**config.mk**
```make
export PLATFORM = sky130hd
export DESIGN_NAME = puf_sig_reader
export DESIGN_NICKNAME = d
export VERILOG_FILES = /design/src/rtl/puf_pkg.sv /design/src/rtl/popcount_w.sv /design/src/rtl/puf_sig_reader.sv
export SDC_FILE = /design/constraint.sdc
export NUM_CORES = 1
export LEC_CHECK = 0
export CAP_MARGIN = 5
export CORE_AREA = 2 2 70 72
export CTS_CLUSTER_SIZE = 28
export DETAILED_ROUTE_END_ITERATION = 10
export DIE_AREA = 0 0 72 74
export PLACE_DENSITY = 0.77
export SLEW_MARGIN = 0
export SYNTH_ARGS = -nofsm -noshare
export SYNTH_HDL_FRONTEND = slang
export SYNTH_SLANG_ARGS = --single-unit
```
**constraint.sdc**
```tcl
create_clock -name clk -period 3.55 [get_ports clk]
set_clock_uncertainty 0.2 [all_clocks]
set_input_delay 0.8875 -clock clk [delete_from_list [all_inputs] [get_ports clk]]
set_output_delay 0.8875 -clock clk [all_outputs]
set_load 0.03 [all_outputs]
```
**src/rtl/puf_pkg.sv**
```systemverilog
// Shared PUF definitions: signature geometry and the read/compare FSM states.
// Also consumed by ro_puf_ctrl.
package puf_pkg;

  localparam int PUF_NUM_WORDS = 32;
  localparam int PUF_WORD_W    = 8;
  localparam int PUF_HD_W      = 9;

  typedef enum logic [1:0] {
    IDLE  = 2'd0,
    READ  = 2'd1,
    DRAIN = 2'd2,
    DONE  = 2'd3
  } puf_state_e;

endpackage

```
**src/rtl/popcount_w.sv**
```systemverilog
// Combinational population count of one signature word.
module popcount_w #(
  parameter int W = 8
) (
  input  logic [W-1:0]       word,
  output logic [$clog2(W):0] count
);

  localparam int PW = $clog2(W) + 1;

  always_comb begin
    count = '0;
    for (int i = 0; i < W; i++) begin
      count = count + PW'(word[i]);
    end
  end

endmodule

```
**src/rtl/puf_sig_reader.sv**
```systemverilog
// Streams the PUF signature RAM against the golden ROM and reports the
// Hamming distance plus a threshold match once per start request.
module puf_sig_reader
  import puf_pkg::*;
#(
  parameter int NUM_WORDS = PUF_NUM_WORDS,
  parameter int WORD_W    = PUF_WORD_W,
  parameter int RD_LAT    = 1,
  parameter int HD_W      = PUF_HD_W
) (
  input  logic                         clk,
  input  logic                         rst,
  input  logic                         start,
  input  logic [HD_W-1:0]              thresh,
  output logic [$clog2(NUM_WORDS)-1:0] rd_addr,
  output logic                         rd_en,
  input  logic [WORD_W-1:0]            sig_q,
  input  logic [WORD_W-1:0]            gold_q,
  output logic                         busy,
  output logic                         done,
  output logic [HD_W-1:0]              hd,
  output logic                         match
);

  localparam int AW = $clog2(NUM_WORDS);
  localparam int PW = $clog2(WORD_W) + 1;

  puf_state_e state, state_nx;

  logic [AW-1:0]     addr_q;
  logic [1:0]        drain_q;
  logic [RD_LAT-1:0] pipe_q;
  logic [HD_W-1:0]   acc_q;
  logic [HD_W-1:0]   acc_nx;
  logic [HD_W-1:0]   thr_q;
  logic [HD_W-1:0]   hd_q;
  logic              match_q;
  logic [PW-1:0]     pc;
  logic              last_addr;
  logic              drain_end;
  logic              accept;

  popcount_w #(.W(WORD_W)) u_pc (
    .word  (sig_q ^ gold_q),
    .count (pc)
  );

  assign last_addr = (addr_q == AW'(NUM_WORDS - 1));
  assign drain_end = (drain_q == 2'(RD_LAT - 1));
  assign accept    = (state == IDLE) && start;
  assign acc_nx    = pipe_q[RD_LAT-1] ? acc_q + HD_W'(pc) : acc_q;

  assign rd_addr = addr_q;
  assign hd      = hd_q;
  assign match   = match_q;

  always_ff @(posedge clk or posedge rst) begin
    if (rst) state <= IDLE;
    else     state <= state_nx;
  end

  always_comb begin
    state_nx = state;
    rd_en    = 1'b0;
    busy     = 1'b0;
    done     = 1'b0;
    unique case (state)
      IDLE: begin
        if (start) state_nx = READ;
      end
      READ: begin
        rd_en = 1'b1;
        busy  = 1'b1;
        if (last_addr) state_nx = DRAIN;
      end
      DRAIN: begin
        busy = 1'b1;
        if (drain_end) state_nx = DONE;
      end
      DONE: begin
        done     = 1'b1;
        state_nx = IDLE;
      end
      default: state_nx = IDLE;
    endcase
  end

  // Results are captured on entry to DONE so they are valid with done.
  always_ff @(posedge clk or posedge rst) begin
    if (rst) begin
      addr_q  <= '0;
      drain_q <= '0;
      pipe_q  <= '0;
      acc_q   <= '0;
      thr_q   <= '0;
      hd_q    <= '0;
      match_q <= 1'b0;
    end else begin
      pipe_q[0] <= rd_en;
      for (int i = 1; i < RD_LAT; i++) begin
        pipe_q[i] <= pipe_q[i-1];
      end
      acc_q <= accept ? '0 : acc_nx;
      if (accept) begin
        addr_q <= '0;
        thr_q  <= thresh;
      end else if (state == READ && !last_addr) begin
        addr_q <= addr_q + AW'(1);
      end
      drain_q <= (state == DRAIN) ? drain_q + 2'd1 : 2'd0;
      if (state_nx == DONE && state != DONE) begin
        hd_q    <= acc_nx;
        match_q <= (acc_nx <= thr_q);
      end
    end
  end

endmodule
```
# Word level (Yosys, flattened, before mapping)
# Cells that the tools add are included.
# totals
regBits	38
# classes
add_sub_neg	10
magnitude_cmp	1
n_eq_ne	6
n_mux	12
bitwise	1
reduce_logical	8
# op_table
op	count
$add A4 B1 Y4	6
$mux W9	2
$mux W5	2
$add A9 B4 Y9	1
$le A9 B9 Y1	1
$mux W2	4
$pmux W2 S4	1
$xor A8 B8 Y8	1
$eq A2 B2 Y1 const B	3
$add A5 B1 Y5 const B	1
$eq A5 B5 Y1 const B	1
$logic_not A2 Y1	2
$logic_and A1 B1 Y1	3
$mux W1	3
$add A1 B1 Y2	1
$add A2 B1 Y2 const B	1
$eq A2 B1 Y1 const B	1
$ne A2 B2 Y1 const B	1
$reduce_bool A2 Y1	1
$reduce_or A2 Y1	1
$logic_not A1 Y1	1

# Longest topological paths before layout
# logic_depth
depth_word	11
ltp_mapped	21
mapped_depth_nobuf	21

# By module
# Synthesis repeated with hierarchy kept, for this count alone.
# unflattened
hier_cells	233
area_unflattened_um2	2381.0
# by_module_without_submodules
mod	n_inst	cells_per_inst	area_each_um2	seq_area_each_um2
puf_sig_reader	1	209	2190.9	950.9
popcount_w	1	24	190.2	0.0

# Least setup slack after synthesis
# Ideal clock, no wire load.
# synth_timing
path_type	input-to-reg
start	input port gold_q[0]
end	register match_q, in the netlist match
t_arrival_ns	5.285
path_slack_ns	-2.063
cell_stages	20
n_path_buf	0
cell_sequence	xor2_1 ha_1 fa_1 inv_1 fa_1 fa_1 inv_1 fa_1 ha_1 a21o_1 o21ba_2 o21ai_0 xor2_1 inv_1 ha_1 nand3_1 nor4_1 a211oi_1 o21ai_0 a31oi_1
# synth_via
elab_chain_cells	11
# synth_rtl
element	line_no	text
start, declared	puf_sig_reader.sv:18	input logic [WORD_W-1:0] gold_q,
$xor A8 B8 Y8	puf_sig_reader.sv:44	.word (sig_q ^ gold_q),
$add A1 B1 Y2	popcount_w.sv:14	count = count + PW'(word[i]);
$add A4 B1 Y4 (6 in series)	popcount_w.sv:14	
$add A9 B4 Y9	puf_sig_reader.sv:51	assign acc_nx = pipe_q[RD_LAT-1] ? acc_q + HD_W'(pc) : acc_q;
$mux W9	puf_sig_reader.sv:51	
named net acc_nx[7]	puf_sig_reader.sv:34	logic [HD_W-1:0] acc_nx;
$le A9 B9 Y1	puf_sig_reader.sv:113	match_q <= (acc_nx <= thr_q);
end signal, assigned	puf_sig_reader.sv:113	
end, declared	puf_sig_reader.sv:37	logic match_q;
# The timed path passes the listed nets, and every way through them passes these cells.
# A chain may end at the register's enable or synchronous reset.

# Final worst setup path
# layout_timing
start	input port gold_q[1]
end	register match_q, in the netlist match
# Same word-level chain as after synthesis.

==> key figures <==
Run
  • Max-cap violations: 0

Floorplan
  • Initial core utilization: 48.6%
  • Die Wd: 72 um
  • Die H: 74 um
  • Rows: 25
  • Area of the core: 4600 um2
  • Die ar.: 5330 um2
  • # IOs: 46

Outcome
  • Failing checks: setup timing
  • Status: complete, but fails checks

STA
  • Minimum clock period: 5.40 ns
  • Worst hold margin: 0.224 ns
  • PnR worst setup slack: -1.85 ns
  • Max Clk Rate: 185 MHz
  • Max Slew Vio Count: 0
  • Hold Fails Final Rpt: 0
  • Worst slew pin tran: 0.544 ns
  • RSZ-0062 raised after global routing: true
  • Final setup fails: 19
  • Max_slew headroom: 63.7%
  • Tcrit/Tclk final: 152%

CTS
  • Total CTS buffers: 5
  • Clock sink count: 38
  • Latest clock arrival within the worst-skew pair: 0.29 ns
  • H-tree Lvls: 2
  • Clock buffer depth: 2
  • CTS tree: built
  • Root buffer cell: clkbuf_8
  • Clock transition at the registers of the reported paths: 0.08 ns

Yosys
  • Share of the synthesized area in the top cell type: 42.6%
  • Synthesized net count: 278
  • #FFs+latches synth: 38
  • Distinct cells, synth: 37
  • Area contributors post-synth: dfrtp_1 (43%), ha_1 (13%), inv_1 (4.7%), fa_1 (4.5%), xor2_1 (4.3%)
  • Synth warn: 0
  • Post-Syn Area: 2230 um2
  • Synth area leader: dfrtp_1
  • Register area share after synthesis: 42.6%
  • Syn Area/Cell: 10.1 um2
  • Synthesized instance count: 221

Critical path
  • Slowest stage cell, crit path: fa_1
  • Worst reg2reg setup slack: 0.68 ns
  • Critical path, cell by cell: buf_6 -> xor2_1 -> ha_1 -> fa_1 -> inv_2 -> fa_1 -> fa_2 -> inv_2 -> fa_2 -> ha_4 -> a21o_1 -> o21ba_4 -> o21a_1 -> xnor2_2 -> inv_2 -> ha_4 -> nand3_4 -> nor4_4 -> a211oi_1 -> o21ai_1 -> a31oi_1
  • Crit. End Element: register
  • Type of the worst setup path: input port to register
  • Critical Path End: match
  • CP Launch Point: gold_q[1]
  • Arr. time, crit path: 5.38 ns
  • R2R Path Start: acc_q[0]
  • CP dominant cell by count: inv_2
  • CP max stage delay: 0.56 ns
  • Crit start category: input port
  • Critical path fanouts, max: 3
  • Reg2reg path depth: 14
  • Critical path required time: 3.53 ns
  • R2r endpoint: match

Placed design
  • DP Worst Slack: -2.44 ns
  • Gpl congestion: 0.805
  • PortBufs: 45
  • Post-detail-place hpwl: 3560 um

Final layout
  • Diode count: 0
  • Layout area overhead: 47.9%
  • Proportion of layout cells with a drive suffix above 1: 30.1%
  • Final nets: 348
  • Fill count: 342

Drt
  • Antenna viol nets, final: 0
  • Detailed Route WL: 5020 um
  • Drt wl/cell: 14.5 um
  • DR vias: 1,720
  • First DRT Iteration DRCs: 63
  • Drt first pass iters: 4
  • Vias per inst: 4.97
  • Drc violations: 0

GRT
  • Gr busiest metal: met2
  • GR Util met1: 25.5%
  • Total global-route track usage: 19.8%
  • Vias in the first global route: 1,751
  • GR Util met2: 33.5%
  • Largest net degree at the start of global routing: 39
  • Initial antenna violation count: 0
  • Met3 usage: 5.15%
  • GRT overflow: 0
  • First-pass GRT wire length: 8070 um

Power
  • Power Dens Cells: 875 nW/um2
  • Worst ir drop on vdd: 0.424 mV
  • P_leak: 1.54 nW

Worst hold path
  • Hold Crit Class: register to register
[what timing repair did]
action	CTS	global route
hold buffers	0	0
setup buffers	8	4
pin swaps	28	27
resized for setup	41	27
endpoints found under the setup margin	19	19
[cell type report]
| type | count | area [um2] | area share (%) |
|---|---|---|---|
| repair buffers | 69 | 653 | 19.8 |
| clock inverters | 1 | 5.00 | 0.152 |
| inverters | 28 | 105 | 3.18 |
| multi-input cells | 149 | 1440 | 43.4 |
| flip-flops and latches | 38 | 951 | 28.8 |
| well taps | 54 | 67.6 | 2.05 |
| clock buffers | 7 | 86.3 | 2.61 |
[through the flow]
| stage | utilization (%) | std cells | TNS (ns) | total power, W | cell area [um2] |
|---|---|---|---|---|---|
| after floorplan | - | 221 | -16.47 | 0.00161 | 2330 |
| after global placement | 64.4 | 334 | -28.33 | 0.00210 | 2960 |
| after detailed placement | 64.4 | 334 | -29.95 | 0.00216 | 2960 |
| after CTS | 68.9 | 345 | -19.64 | 0.00262 | 3170 |
| after global routing | 71.8 | 346 | -20.43 | 0.00310 | 3300 |
| final | 71.8 | 346 | -18.76 | 0.00289 | 3300 |
[worst min path at each step]
stage	endpoint	cells past startpoint	slack [ns]	from
floorplan	drain_q[0]	1	0.20	drain_q[0]
global placement	drain_q[0]	1	0.22	drain_q[0]
detailed placement	drain_q[0]	1	0.22	drain_q[0]
CTS	drain_q[0]	1	0.23	drain_q[0]
global route	drain_q[0]	1	0.26	drain_q[0]
finish	drain_q[0]	1	0.22	drain_q[0]
[flip-flops by register name, summed over array words and instances, names as in the netlist]
signal,flops
match,1
state,2
thr_q,9
pipe_q,1
drain_q,2
rd_addr,5
acc_q,9
hd,9
[worst max-delay path, delay by kind of cell]
kind	cells	cell delay [ns]
AO/OA/AOI/OAI	6	0.85
adder cells (fa/ha/maj)	7	2.67
XOR/XNOR	2	0.34
buffers and inverters	4	0.29
AND/OR/NAND/NOR	2	0.35
[cells in the mapped netlist (all sizes together)]
library cell	n
dfrtp	38
inv	28
nor2	25
ha	24
a21oi	13
nand2	13
o21ai	12
xor2	11
xnor2	7
fa	5
nand3	5
clkbuf	4
mux2	4
mux2i	4
nor2b	4
and2	3
a211oi	2
a21o	2
and3	2
buf	2
o21ba	2
a311oi	1
a31oi	1
nand2b	1
nand3b	1
nand4	1
nor3	1
nor4	1
o211ai	1
o21a	1
o31ai	1
or3	1
[metal layers]
metal / part of all wire (%) / vias to the layer above
met1: 42 / 820
met2: 52 / 36
li1: - / 857
met5: 0 / -
met3: 4.3 / 7
met4: 1.6 / 0
[cell families after synthesis]
logic type / count (synthesis) / synth area share, %
XOR/XNOR: 18 / 7.06
flip-flops: 38 / 42.6
AND/OR/NAND/NOR: 58 / 11.7
multiplexers: 8 / 3.81
buffers and inverters: 34 / 6.22
AO/OA/AOI/OAI: 36 / 10.7
adder cells (fa/ha/maj): 29 / 17.9
[placed cells by master, fill, tap and decap left out, drive strengths merged]
cell           instances
clkinv                 1
xnor2                  7
and2                   3
nand2b                 1
o21a                   1
dlygate4sd2            4
clkdlybuf4s50         37
mux2i                  4
nor3                   1
and3                   2
buf                   28
o21ai                 12
nor2                  25
ha                    24
o31ai                  1
clkbuf                 7
or3                    1
mux2                   4
a311oi                 1
xor2                  11
a211oi                 2
a31oi                  1
nand3                  5
nand4                  1
nor2b                  4
nor4                   1
nand3b                 1
a21oi                 13
dfrtp                 38
nand2                 13
fa                     5
a21o                   2
o211ai                 1
o21ba                  2
inv                   28
[power by group]
part | leakage [nW] | switching (W) | total, W | internal, W
Clock | 0.0482 | 0.000152 | 0.000309 | 0.000157
Sequential | 0.486 | 0.000114 | 0.000688 | 0.000574
Combinational | 1.01 | 0.000941 | 0.00189 | 0.000951
Total | 1.54 | 0.00121 | 0.00289 | 0.00168
Power figures use the tool's default switching activity.
